## config.mk

```make
export PLATFORM = sky130hd
export DESIGN_NAME = nrdiv_seq
export DESIGN_NICKNAME = d
export VERILOG_FILES = /design/src/rtl/nrdiv_seq.sv
export SDC_FILE = /design/constraint.sdc
export NUM_CORES = 1
export LEC_CHECK = 0
export ABC_AREA = 0
export CAP_MARGIN = 20
export CORE_MARGIN = 4
export CORE_UTILIZATION = 50
export CTS_BUF_LIST = sky130_fd_sc_hd__clkbuf_16
export DETAILED_ROUTE_END_ITERATION = 10
export PLACE_DENSITY = 0.75
export RECOVER_POWER = 25
export SYNTH_ARGS = -nofsm -noshare
export SYNTH_HDL_FRONTEND = slang
export SYNTH_SLANG_ARGS = --single-unit
```

## constraint.sdc

```tcl
create_clock -name clk -period 4.1 [get_ports clk]
set_input_delay 0.615 -clock clk [delete_from_list [all_inputs] [get_ports clk]]
set_output_delay 0.615 -clock clk [all_outputs]
set_load 0.02 [all_outputs]
```

## src/rtl/nrdiv_seq.sv

```systemverilog
// Sequential unsigned non-restoring divider, one quotient bit per cycle.
// Define NRDIV_REM_EN to add the remainder-correction state and produce the remainder.
module nrdiv_seq #(
    parameter int WIDTH = 27
) (
    input  logic             clk,
    input  logic             rst,
    input  logic             in_valid,
    output logic             in_ready,
    input  logic [WIDTH-1:0] dividend,
    input  logic [WIDTH-1:0] divisor,
    output logic             out_valid,
    input  logic             out_ready,
    output logic [WIDTH-1:0] quotient,
    output logic [WIDTH-1:0] remainder,
    output logic             div0
);

    localparam int CW = $clog2(WIDTH + 1);

`ifdef NRDIV_REM_EN
    typedef enum logic [1:0] {IDLE = 2'd0, CALC = 2'd1, CORR = 2'd2, DONE = 2'd3} state_t;
`else
    typedef enum logic [1:0] {IDLE = 2'd0, CALC = 2'd1, DONE = 2'd3} state_t;
`endif

    state_t           state;
    logic [WIDTH:0]   a;      // signed partial remainder, sign in bit WIDTH
    logic [WIDTH-1:0] q;
    logic [WIDTH-1:0] d;
    logic [CW-1:0]    cnt;

    logic [WIDTH:0]   d_ext;
    logic [WIDTH:0]   a_shift;
    logic [WIDTH:0]   a_step;
    logic [WIDTH-1:0] q_step;

    assign d_ext = {1'b0, d};

    // The sign of the old partial remainder picks add or subtract for this step.
    always_comb begin
        a_shift = {a[WIDTH-1:0], q[WIDTH-1]};
        if (a[WIDTH])
            a_step = a_shift + d_ext;
        else
            a_step = a_shift - d_ext;
        q_step = {q[WIDTH-2:0], ~a_step[WIDTH]};
    end

`ifdef NRDIV_REM_EN
    logic [WIDTH:0] a_fix;
    assign a_fix = a[WIDTH] ? (a + d_ext) : a;
`endif

    // NOTE: every register here is assigned with <= so that all state advances
    // together on the clock edge regardless of statement order.
    always_ff @(posedge clk) begin
        if (rst) begin
            state     <= IDLE;
            a         <= '0;
            q         <= '0;
            d         <= '0;
            cnt       <= '0;
            in_ready  <= 1'b1;
            out_valid <= 1'b0;
            quotient  <= '0;
            remainder <= '0;
            div0      <= 1'b0;
        end else begin
            case (state)
                IDLE: begin
                    if (in_valid) begin
                        in_ready <= 1'b0;
                        d        <= divisor;
                        if (divisor == '0) begin
                            quotient  <= '1;
                            remainder <= dividend;
                            div0      <= 1'b1;
                            out_valid <= 1'b1;
                            state     <= DONE;
                        end else begin
                            a     <= '0;
                            q     <= dividend;
                            cnt   <= CW'(WIDTH);
                            state <= CALC;
                        end
                    end
                end
                CALC: begin
                    a   <= a_step;
                    q   <= q_step;
                    cnt <= cnt - 1'b1;
                    if (cnt == CW'(1)) begin
`ifdef NRDIV_REM_EN
                        state <= CORR;
`else
                        quotient  <= q_step;
                        remainder <= '0;
                        div0      <= 1'b0;
                        out_valid <= 1'b1;
                        state     <= DONE;
`endif
                    end
                end
`ifdef NRDIV_REM_EN
                CORR: begin
                    a         <= a_fix;
                    quotient  <= q;
                    remainder <= a_fix[WIDTH-1:0];
                    div0      <= 1'b0;
                    out_valid <= 1'b1;
                    state     <= DONE;
                end
`endif
                DONE: begin
                    // in_ready rises with the return to IDLE, so the consume edge never accepts.
                    if (out_ready) begin
                        out_valid <= 1'b0;
                        in_ready  <= 1'b1;
                        state     <= IDLE;
                    end
                end
                default: begin
                    in_ready  <= 1'b1;
                    out_valid <= 1'b0;
                    state     <= IDLE;
                end
            endcase
        end
    end

endmodule
```

==> impl_metrics.tcl <==
set metrics [dict create \
    synth_area_per_cell_um2 8.142 \
    synth.area.top_cells "dfxtp_1, a21oi_1, nand2_1" \
    grt_pass1_vias 6529 \
    grt_max_degree 96 \
    relSlewSlack -0.2721 \
    multi_input_area_um2 4360 \
    grt_antenna_before_repair 0 \
    synth_seq_cells 146 \
    synth.most_common_cell "dfxtp_1" \
    antenna_cells 0 \
    hp-class "reg -> reg" \
    worstSetupStartpointType "flip-flop" \
    cts_tree "built" \
    synth-async-reset-ratio 0 \
    synth_top_area_share 0.3856 \
    seq_area_frac_synth 0.3856 \
    hold_viol 0 \
    drtPass1Iterations 5 \
    syn_area_um2 7580 \
    whs_ps 445.7 \
    routed_wl_um 20090 \
    cp_data_required_time_ps 4420 \
    clkLatencyLatePin_ps 430 \
    port_buffers 114 \
    rrSetupSlack_ps 380 \
    crit_end "a[25]" \
    muxShareOfSynthArea 0.04110 \
    drt_iter0_drc 575 \
    cts_setup_buffers 0 \
    cts_root_buffer "clkbuf_16" \
    fill_cells 1259 \
    drc 0 \
    synthCells 931 \
    final_cell_area_um2 9410 \
    synth.distinct_cells 66 \
    path_buf_inv 1 \
    syn-num-nets 1023 \
    dieArea_um2 17190 \
    wire_per_inst_um 16.48 \
    synthToLayoutAreaGrowth_pct 24.15 \
    ant_nets 0 \
    gp_congestion 0.9216 \
    synth_top_family_by_area "compound AO/OA/AOI/OAI gates" \
    synth-edff-count 0 \
    r2r_cells 14 \
    grt_pass1_wl_um 33110 \
    setup.worst_path.end_class "flip-flop" \
    cts_repair_resize_count 0 \
    violations "capacitance limit, slew limit" \
    cap_violations 2 \
    worstMarginPinSlew_ps 1908 \
    die_h_um 131.1 \
    cp.depth 14 \
    synthFlopType "dfxtp_1" \
    r2r_start "d[3]" \
    crit_family "simple AND/OR/NAND/NOR gates" \
    cp.arrival_ps 4030 \
    grt.total_usage 0.2329 \
    slew_viol_final 134 \
    dpl_worst_slack_ps 387.7 \
    cts_buffers 17 \
    setup_ws_ps 382.7 \
    synth_fa_ha_area_frac 0.05711 \
    critical_path_peak_fanout 8 \
    die_w_um 131.1 \
    critPathLaunch "d[3]" \
    leakage_nw 3.885 \
    synth_top_area_cell "dfxtp_1" \
    synth_warnings 0 \
    max_stage_delay_ps 580 \
    io_pins 115 \
    skew_ps 11.88 \
    synth-compound-area-share 0.2118 \
    post-route-min-period_ps 3717 \
    ir_drop_v 0.0003443 \
    p_per_area_nw_per_um2 626.9 \
    post-route-period-util 0.9067 \
    start_util 0.5157 \
    drive_gt1_frac 0.06377 \
    synthSimpleGateAreaFrac 0.2058 \
    finalSetupViolations 0 \
    cp_cell_sequence "nor4_2, nand3_1, nor3_1, buf_4, a21oi_1, xor2_1, ha_1, a21oi_1, o21ai_0, or4_1, nor3_1, o31ai_1, xnor2_1, o21ai_0" \
    slowest_stage "nor4_2" \
    outcome "finished with violations" \
    worstSetupPathType "reg -> reg" \
    cts_sinks 146 \
    hpwlAfterDp_um 14220 \
    rsz0062_at_grt "no" \
    htree_levels 4 \
    r2r_end "a[25]" \
    num_vias 6837 \
    grt_remaining_overflow 0 \
    nets 1114 \
    clockBufferDepth 2 \
    synth_xor_area_frac 0.05530 \
    place_area_um2 8848 \
    ff_latch_area_um2 2923 \
    max_freq_mhz 269.0 \
    viasPerCell 5.609 \
    ctsHoldBuffers 0 \
    synth_commonest_cells "dfxtp_1, nand2_1, nor2_1" \
    fin_tns_setup_ps 0 \
    path_clk_slew_ps 70 \
    num_rows 44 \
    core_area_um2 14700 \
]
## power by group
group          switching [mW]  internal [mW]  total (mW)
clock                   0.628          0.891        1.52
sequential              0.145           1.59        1.73
combinational            1.54           1.11        2.65
total                    2.31           3.59        5.90
## state kept, by name (all words and copies together) (netlist names)
register and count:
a 28, cnt 5, d 27, div0 1
in_ready 1, out_valid 1, q 27, quotient 27
remainder 27, state 2
## cell families after synthesis
kind of cell | count (synthesis)
DFF | 146
and+or+nand+nor | 341
xor gates and xnor gates | 47
muxes | 31
adders and majority gates | 34
buffers and inverters | 77
AOI/OAI and AO/OA | 255
## how the worst min path moves through the flow
stage                  startpoint       endpoint  slack (ps)  cells past startpoint
detailed placement  remainder[15]  remainder[15]         440                      2
finish               remainder[7]   remainder[7]         450                      2
global placement    remainder[21]  remainder[21]         440                      2
CTS                 remainder[26]  remainder[26]         450                      2
global route         remainder[8]   remainder[8]         470                      2
floorplan                   a[15]          a[15]         430                      2
## stage by stage
stage,power [mW],util,cells
5_1_grt,6.303,0.6402,1219
4_1_cts,5.891,0.6406,1219
3_5_place_dp,4.351,0.6020,1187
2_1_floorplan,3.766,-,931
6_report,5.900,0.6402,1219
3_3_place_gp,4.354,0.6020,1187
## cell usage in the layout, fill, tap and decap left out, types with 9 or more instances in the layout
cell | Yosys | final
o21ai_0 | 30 | 30
xnor2_1 | 16 | 16
xor2_1 | 30 | 30
buf_4 | 1 | 12
clkdlybuf4s50_1 | 0 | 65
inv_1 | 21 | 23
nor4_1 | 9 | 9
mux2i_1 | 30 | 30
clkbuf_16 | 0 | 17
nor3_1 | 17 | 17
a211oi_1 | 55 | 55
a21oi_1 | 106 | 105
ha_1 | 33 | 33
dlygate4sd3_1 | 0 | 48
a21o_1 | 14 | 14
nor2_1 | 109 | 108
a31oi_1 | 14 | 14
nand3_1 | 37 | 37
dfxtp_1 | 146 | 146
nand2_1 | 121 | 120
## worst min-delay path: cells and delay by family (launching register included)
kind	cells	cell delay, ps
DFF	1	300
and+or+nand+nor	1	50
AOI/OAI and AO/OA	1	50
## metal layers
metal / GRT usage / vias to the layer above / share of wire
li1: - / 3499 / -
met1: 0.3158 / 3159 / 0.48
met2: 0.3666 / 158 / 0.45
met3: 0.07225 / 21 / 0.062
met4: 0.05484 / 0 / 0.013
met5: 0 / - / 0
## layout make-up
class,count,area share
inverter,21,0.008377
clock inverter,15,0.01516
clock buffer,17,0.04521
sequential,146,0.3106
timing repair buffer,128,0.1328
tap,184,0.02446
multi-input combinational,708,0.4634
No activity file was read; power rests on OpenSTA's default activity.
